## config.mk

```make
export PLATFORM = sky130hd
export DESIGN_NAME = mem_req_fifo
export DESIGN_NICKNAME = d
export VERILOG_FILES = /design/src/rtl/mem_req_fifo.sv
export SDC_FILE = /design/constraint.sdc
export NUM_CORES = 1
export LEC_CHECK = 0
export ABC_AREA = 1
export BUFFER_PORTS_ARGS = -buffer_cell sky130_fd_sc_hd__buf_2
export CAP_MARGIN = 10
export CORE_UTILIZATION = 43
export CTS_BUF_LIST = sky130_fd_sc_hd__clkbuf_2 sky130_fd_sc_hd__clkbuf_4 sky130_fd_sc_hd__clkbuf_8
export DETAILED_ROUTE_END_ITERATION = 12
export SLEW_MARGIN = 20
export SYNTH_ARGS = -nofsm -noshare
export SYNTH_HDL_FRONTEND = slang
export SYNTH_SLANG_ARGS = --single-unit
```

## constraint.sdc

```tcl
create_clock -name clk -period 6.49 [get_ports clk]
set_input_delay 1.298 -clock clk [delete_from_list [all_inputs] [get_ports clk]]
set_output_delay 1.298 -clock clk [all_outputs]
set_load 0.01 [all_outputs]
```

## src/rtl/mem_req_fifo.sv

```systemverilog
// Memory request FIFO between the core and the DDR3 shim: 16 x {cmd,addr,dta}
// circular buffer, first-word-fall-through head, sticky overflow on dropped pushes.
module mem_req_fifo #(
    parameter int DEPTH_LOG2 = 4,
    parameter int AF_MARGIN  = 2
) (
    input  logic                  clk,
    input  logic                  rst_n,
    input  logic                  flush,
    input  logic                  wr_en,
    input  logic [1:0]            wr_cmd,
    input  logic [21:0]           wr_addr,
    input  logic [63:0]           wr_dta,
    output logic                  wr_full,
    output logic                  wr_almost_full,
    input  logic                  mem_req_rd_en,
    output logic                  mem_req_rd_valid,
    output logic [1:0]            mem_req_rd_cmd,
    output logic [21:0]           mem_req_rd_addr,
    output logic [63:0]           mem_req_rd_dta,
    output logic [DEPTH_LOG2:0]   count,
    output logic                  overflow
);

    localparam int DEPTH   = 1 << DEPTH_LOG2;
    localparam int ENTRY_W = 88;
    localparam logic [DEPTH_LOG2:0]   FULL_CNT = (DEPTH_LOG2+1)'(DEPTH);
    localparam logic [DEPTH_LOG2:0]   AF_CNT   = (DEPTH_LOG2+1)'(DEPTH - AF_MARGIN);
    localparam logic [DEPTH_LOG2:0]   CNT_ONE  = (DEPTH_LOG2+1)'(1);
    localparam logic [DEPTH_LOG2:0]   CNT_ZERO = (DEPTH_LOG2+1)'(0);
    localparam logic [DEPTH_LOG2-1:0] PTR_ONE  = (DEPTH_LOG2)'(1);
    localparam logic [DEPTH_LOG2-1:0] PTR_ZERO = (DEPTH_LOG2)'(0);

    logic [ENTRY_W-1:0]    mem_q [DEPTH];
    logic [DEPTH_LOG2-1:0] wr_ptr_q, wr_ptr_d;
    logic [DEPTH_LOG2-1:0] rd_ptr_q, rd_ptr_d;
    logic [DEPTH_LOG2:0]   count_q, count_d;
    logic                  overflow_q, overflow_d;
    logic                  full_s;
    logic                  push_s;
    logic                  pop_s;
    logic [ENTRY_W-1:0]    head_s;

    // Flags depend only on the registered count, so no strobe-to-flag path exists.
    assign full_s = (count_q == FULL_CNT);
    assign push_s = wr_en & ~full_s;
    assign pop_s  = mem_req_rd_en & (count_q != CNT_ZERO);
    assign head_s = mem_q[rd_ptr_q];

    assign wr_full          = full_s;
    assign wr_almost_full   = (count_q >= AF_CNT);
    assign mem_req_rd_valid = (count_q != CNT_ZERO);
    assign mem_req_rd_cmd   = head_s[87:86];
    assign mem_req_rd_addr  = head_s[85:64];
    assign mem_req_rd_dta   = head_s[63:0];
    assign count            = count_q;
    assign overflow         = overflow_q;

    // Next-state: flush clears everything and wins over push/pop at the same edge.
    always_comb begin
        wr_ptr_d   = wr_ptr_q;
        rd_ptr_d   = rd_ptr_q;
        count_d    = count_q;
        overflow_d = overflow_q;
        if (flush) begin
            wr_ptr_d   = PTR_ZERO;
            rd_ptr_d   = PTR_ZERO;
            count_d    = CNT_ZERO;
            overflow_d = 1'b0;
        end else begin
            if (push_s) begin
                wr_ptr_d = wr_ptr_q + PTR_ONE;
            end else begin
                wr_ptr_d = wr_ptr_q;
            end
            if (pop_s) begin
                rd_ptr_d = rd_ptr_q + PTR_ONE;
            end else begin
                rd_ptr_d = rd_ptr_q;
            end
            case ({push_s, pop_s})
                2'b10:   count_d = count_q + CNT_ONE;
                2'b01:   count_d = count_q - CNT_ONE;
                default: count_d = count_q;
            endcase
            overflow_d = overflow_q | (wr_en & full_s);
        end
    end

    // Control state register.
    always_ff @(posedge clk or negedge rst_n) begin
        if (!rst_n) begin
            wr_ptr_q   <= PTR_ZERO;
            rd_ptr_q   <= PTR_ZERO;
            count_q    <= CNT_ZERO;
            overflow_q <= 1'b0;
        end else begin
            wr_ptr_q   <= wr_ptr_d;
            rd_ptr_q   <= rd_ptr_d;
            count_q    <= count_d;
            overflow_q <= overflow_d;
        end
    end

    // Payload storage is not reset; head contents are meaningless while empty.
    always_ff @(posedge clk) begin
        if (push_s && !flush) begin
            mem_q[wr_ptr_q] <= {wr_cmd, wr_addr, wr_dta};
        end
    end

endmodule

```

# Word-level counts from Yosys, hierarchy flattened
# Memory sizes are Yosys's and may differ from the RTL's.
# Index checks and enable logic that the tools add are counted.
# classes
n_eq_ne	3
mux	9
addsub	4
n_reduce_logical	6
bitwise_logic	5
magnitude_cmp	1
# op_table
cell	count
$mux 4	4
$pmux 5 s2	1
$add 4x1->4 const B	2
$add 5x1->5 const B	1
$eq 5x5->1 const B	1
$ge 5x4->1 const B	1
$mux 5	1
$reduce_bool 5->1	1
$sub 5x1->5 const B	1
$reduce_bool 2->1	2
$and 1x1->1	3
$mux 1	3
$reduce_bool 3->1	1
$eq 2x1->1 const B	1
$eq 2x2->1 const B	1
$logic_and 1x1->1	1
$logic_not 1->1	1
$not 1->1	1
$or 1x1->1	1
# totals
in_bits	93
ramBits	1408
word_cells	33
n_memories	1
output_inout_bits	97
regBits	14
# mem_list
name	depth	word_bits	read_ports	rd_clocked_by_memory_dff	write_ports	line_no	text
mem_q	16	88	1	0	1	34	logic [ENTRY_W-1:0] mem_q [DEPTH];

# Depth between registers and ports, before layout
# logic_depth
depth_word	6
mapped_depth	16
depth_no_buf	16

# Least setup slack after synthesis
# Ideal clock, no wire load.
# synth_path
path_kind	input -> register
from	input flush
to	memory mem_q[11][0] (enable)
setup_slack_ps	468
stages	4
required_time_ps	5955
path_buffers	1
setup_ps	535
arrival_ps	5487
cell_sequence	inv_1 > clkbuf_1 > nand3_1 > nor2_1
# synth_between
elab_chain_cells	4
# synth_lines
item	line_no	text
start: declaration	9	input logic flush,
$logic_not 1->1	107	if (push_s && !flush) begin
$logic_and 1x1->1	107	
$mux 1	107	
$mux 1 (not written as such)	108	mem_q[wr_ptr_q] <= {wr_cmd, wr_addr, wr_dta};
end: declaration	34	
# No other way between the ends.

# Worst setup path in the final report
# layout_path
from	register rd_ptr_q[0]
to	output mem_req_rd_dta[14]
# layout_between
elab_chain_cells	1
# layout_lines
item	line_no	text
start: declaration	36	logic [DEPTH_LOG2-1:0] rd_ptr_q, rd_ptr_d;
start signal: assignment	99	rd_ptr_q <= rd_ptr_d;
$mem_v2 16x88	-	
end: declaration	20	output logic [63:0] mem_req_rd_dta,
# No other way between the ends.

==> results.txt <==
* Run status: completed
* Most frequent cells in the layout: sky130_fd_sc_hd__edfxtp_1, sky130_fd_sc_hd__nor2_1, sky130_fd_sc_hd__o21ai_0
- First-pass GRT wire length: 210000 µm
- The count of pins over their slew limit was 0.
- Prior to clock tree synthesis, the placed netlist has a worst setup slack of roughly 2100 ps.
* Routability congestion estimate from global placement: 0.733
- Worst R2R Setup Slack: between 3000 and 4000 ps
* Layout cell share with drive strength beyond 1: 14.5%
* Number of standard cells in the layout, taps in and fillers out: 5882
* Placed cell count: 5467
* Slew of the pin with the lowest slew margin: 1140 ps
- Fill cells: 10.9k
- The synthesized netlist contains 27 unique library cells.
- Total half-perimeter wirelength after legalization and detailed placement: roughly 63000 µm
- Area growth from synthesis to layout: 12.7%
- CTS root buf: sky130_fd_sc_hd__clkbuf_8
- Critical path startpoint: rd_ptr_q[0]
* Crit end category: output pin
- The detailed router placed 33.8k vias in this run.
- Post-synthesis instance total: a little under 4k
- Tmin final: roughly 5300 ps
- Net count of the finished layout: 4142
- For this run, the number of Yosys warnings is 0.
* RSZ-0062 raised after global routing: no
* Clock Latency Late Sink: 900 ps
- Cell with the biggest individual delay on the critical path: sky130_fd_sc_hd__dfrtp_4
- Of all nets on the critical path, the largest fanout is 123.
* Count of endpoints failing setup in the final report: 0
* Standard-cell rows: 130
- In this design, the stage delay of the slowest critical-path cell is 840 ps.
- Die Y: 359 µm
- The die covers 129000 µm².
- Static leakage: 0.0198 µW
* Termination of the worst setup path: mem_req_rd_dta[14]
- Measured on the finished design, the core utilization comes to 49.1%.
- Worst ir drop on vdd: 0.320 mV
- Most frequent standard cell in the layout excluding fill and tap cells: sky130_fd_sc_hd__edfxtp_1
- Highest clock frequency the design can meet: 188 MHz
- STA classifies the critical path startpoint as a flop.
* Total congestion overflow: 0
- Synthesized area per cell: around 14 µm²
* Power per Cell Area: 373 nW/µm²
* Post-CTS Setup Inserts: 0
- Input and output buffers added on the ports amount to 189.
* Fraction of the cycle the final worst path needs: 81.8%
* Net count of the mapped netlist: 3969
* Launch instance of the worst register-to-register path: count[2]
* Sequential-to-total area share from yosys stat: 77.6%
* Pin count of the biggest net entering global routing: 241
- After clock tree synthesis, the repair step resized 0 gates.
* Remaining antenna violation count after routing: 0
- Pin placement for this block handled 190 I/O pins.
- Detailed Route Iter0 Violations: 3278
- At the worst endpoint, the arrival time is 4010 ps.
- After clock tree synthesis, the clock-pin slew on the worst setup and hold paths is ~60 ps.
- Total CTS buffers: 223
* Worst-case clock buffer depth: 3
- Maximum clock skew at final layout: 43.0 ps
- The cell area that synthesis handed to floorplanning was 54900 µm².
* Routed vias/inst: roughly 5.7
* Average wire per cell in the routed design: ~24 µm
* Maximum level of the CTS H-tree: 4
* Vias in the first global route: 33.1k
- For this run, the total global-route usage over all layers was measured as 21.5%.
* Total iterations of the first detailed-routing run: 6
* Drt drc: 0
- The total area inside the core boundary comes to 126000 µm².
* Count of hold-fix buffers inserted at cts: 0
- The final-report hold violation count was 0.
* Flip-flop and latch count after synthesis: approximately 1.4k
- Worst hold path type: in -> async
- CP cell instances: inv_8 -> buf_4 -> o21ai_0 -> o221ai_1 -> o211ai_1 -> nand2_1 -> buf_2
- Worst R2R Path Depth: 7
* Data required time of the critical path: 5190 ps
- The tool flagged a number of max-cap violations equal to 0.
- The clock drives 1422 sinks.
- TritonCTS built the clock tree.
* Detailed-route wire length: roughly 140000 µm
- The worst path meets setup with 1180 ps of slack.
* Rel. slew slack: 23.5%
- In the final timing run, aggregate negative setup slack is 0 ps.
- Width of the die: 359 µm
- The number of antenna violations at the first check in global routing was 30.
- The endpoint identified for the worst register-to-register timing path is mem_q[4][47].
- For this configuration, the core starts out at a cell density of 43.5%.
* Type of the worst setup path: reg -> out
[worst max-delay path, delay by kind of cell, from the launching register on]
kind | cells | cell delay, ps
flip-flops | 1 | 840
AO/OA/AOI/OAI | 3 | 500
AND/OR/NAND/NOR | 1 | 180
buffers and inverters | 3 | 1430
[final cells by class]
cell class | count | area, µm² | area share, %
Clock inverter | 112 | 688 | 1.11
Inverter | 24 | 113 | 0.182
Sequential cell | 1422 | 42600 | 68.9
Timing Repair Buffer | 241 | 1660 | 2.68
Tap cell | 1650 | 2060 | 3.33
Clock buffer | 292 | 3600 | 5.81
Multi-Input combinational cell | 2130 | 11100 | 18.0
Antenna cell | 11 | 27.5 | 0.0445
[flip-flops by register name (all words and copies together) (netlist names)]
register and cells:
wr_ptr_q 4, count 5, rd_ptr_q 4, overflow 1, mem_q 1408
[how the worst min path moves through the flow]
| stage | from | endpoint | slack (ps) | cells after the start |
|---|---|---|---|---|
| floorplan | overflow | overflow | 530 | 2 |
| global placement | overflow | overflow | 470 | 2 |
| detailed placement | overflow | overflow | 490 | 2 |
| CTS | rst_n | overflow | 220 | 1 |
| global route | rst_n | overflow | 250 | 1 |
| finish | rst_n | overflow | 290 | 1 |
[synthesized netlist by cell type]
library cell               number  area [µm²]
sky130_fd_sc_hd__edfxtp_1    1408       42300
sky130_fd_sc_hd__nor2_1       728        2730
sky130_fd_sc_hd__o21ai_0      645        3230
sky130_fd_sc_hd__o221ai_1     245        2150
sky130_fd_sc_hd__clkbuf_1     215         807
sky130_fd_sc_hd__nand2_1      117         439
sky130_fd_sc_hd__o211ai_1     107         803
sky130_fd_sc_hd__o22ai_1      107         669
sky130_fd_sc_hd__nand3_1       87         435
sky130_fd_sc_hd__o21ai_1       70         350
sky130_fd_sc_hd__buf_2         60         300
sky130_fd_sc_hd__inv_1         19        71.3
sky130_fd_sc_hd__dfrtp_1       14         350
sky130_fd_sc_hd__buf_1          9        33.8
sky130_fd_sc_hd__ha_1           7        87.6
sky130_fd_sc_hd__buf_4          6        45.0
sky130_fd_sc_hd__a21oi_1        5        25.0
sky130_fd_sc_hd__inv_2          5        18.8
sky130_fd_sc_hd__buf_6          3        33.8
sky130_fd_sc_hd__nand2_2        3        18.8
sky130_fd_sc_hd__nor2_2         2        12.5
sky130_fd_sc_hd__nor3_1         2        10.0
sky130_fd_sc_hd__a211oi_1       1        7.51
sky130_fd_sc_hd__nor3_2         1        10.0
sky130_fd_sc_hd__o21a_1         1        7.51
sky130_fd_sc_hd__o21bai_1       1        7.51
sky130_fd_sc_hd__xor2_1         1        8.76
[report_power, final]
part | internal, µW | switching (µW)
sequential | 10200 | 140
clock | 3820 | 3470
combinational | 1590 | 3850
[per-layer routing]
layer	vias up	GRT usage [%]	part of all wire [%]	wire length [µm]
met1	17139	28.4	43	60500
met2	1074	35.9	49	68300
met3	242	4.16	6.1	8560
li1	15290	-	-	-
met5	-	0	0.11	151
met4	24	6.77	2.2	3140
[cell families (layout without fill, tap and decap cells)]
| family | count (synthesis) | count (layout) | share of synthesized area, % |
|---|---|---|---|
| compound gates | 1182 | 1182 | 13.2 |
| xor+xnor | 1 | 1 | 0.0159 |
| fa+ha+maj | 7 | 7 | 0.159 |
| buf+inv | 317 | 669 | 2.38 |
| flops | 1422 | 1422 | 77.6 |
| other cells | 0 | 11 | 0 |
| simple gates | 940 | 940 | 6.66 |
[through the flow]
step / hold slack [ps] / power [µW] / cell area, µm²
final: 289 / 23100 / 61900
after global routing: 254 / 24300 / 61900
after CTS: 219 / 23300 / 61900
after detailed placement: 486 / 16000 / 57600
after global placement: 475 / 16000 / 57600
after floorplan: 526 / 14200 / 54900
Note: power is estimated with default switching activity, not from simulation.
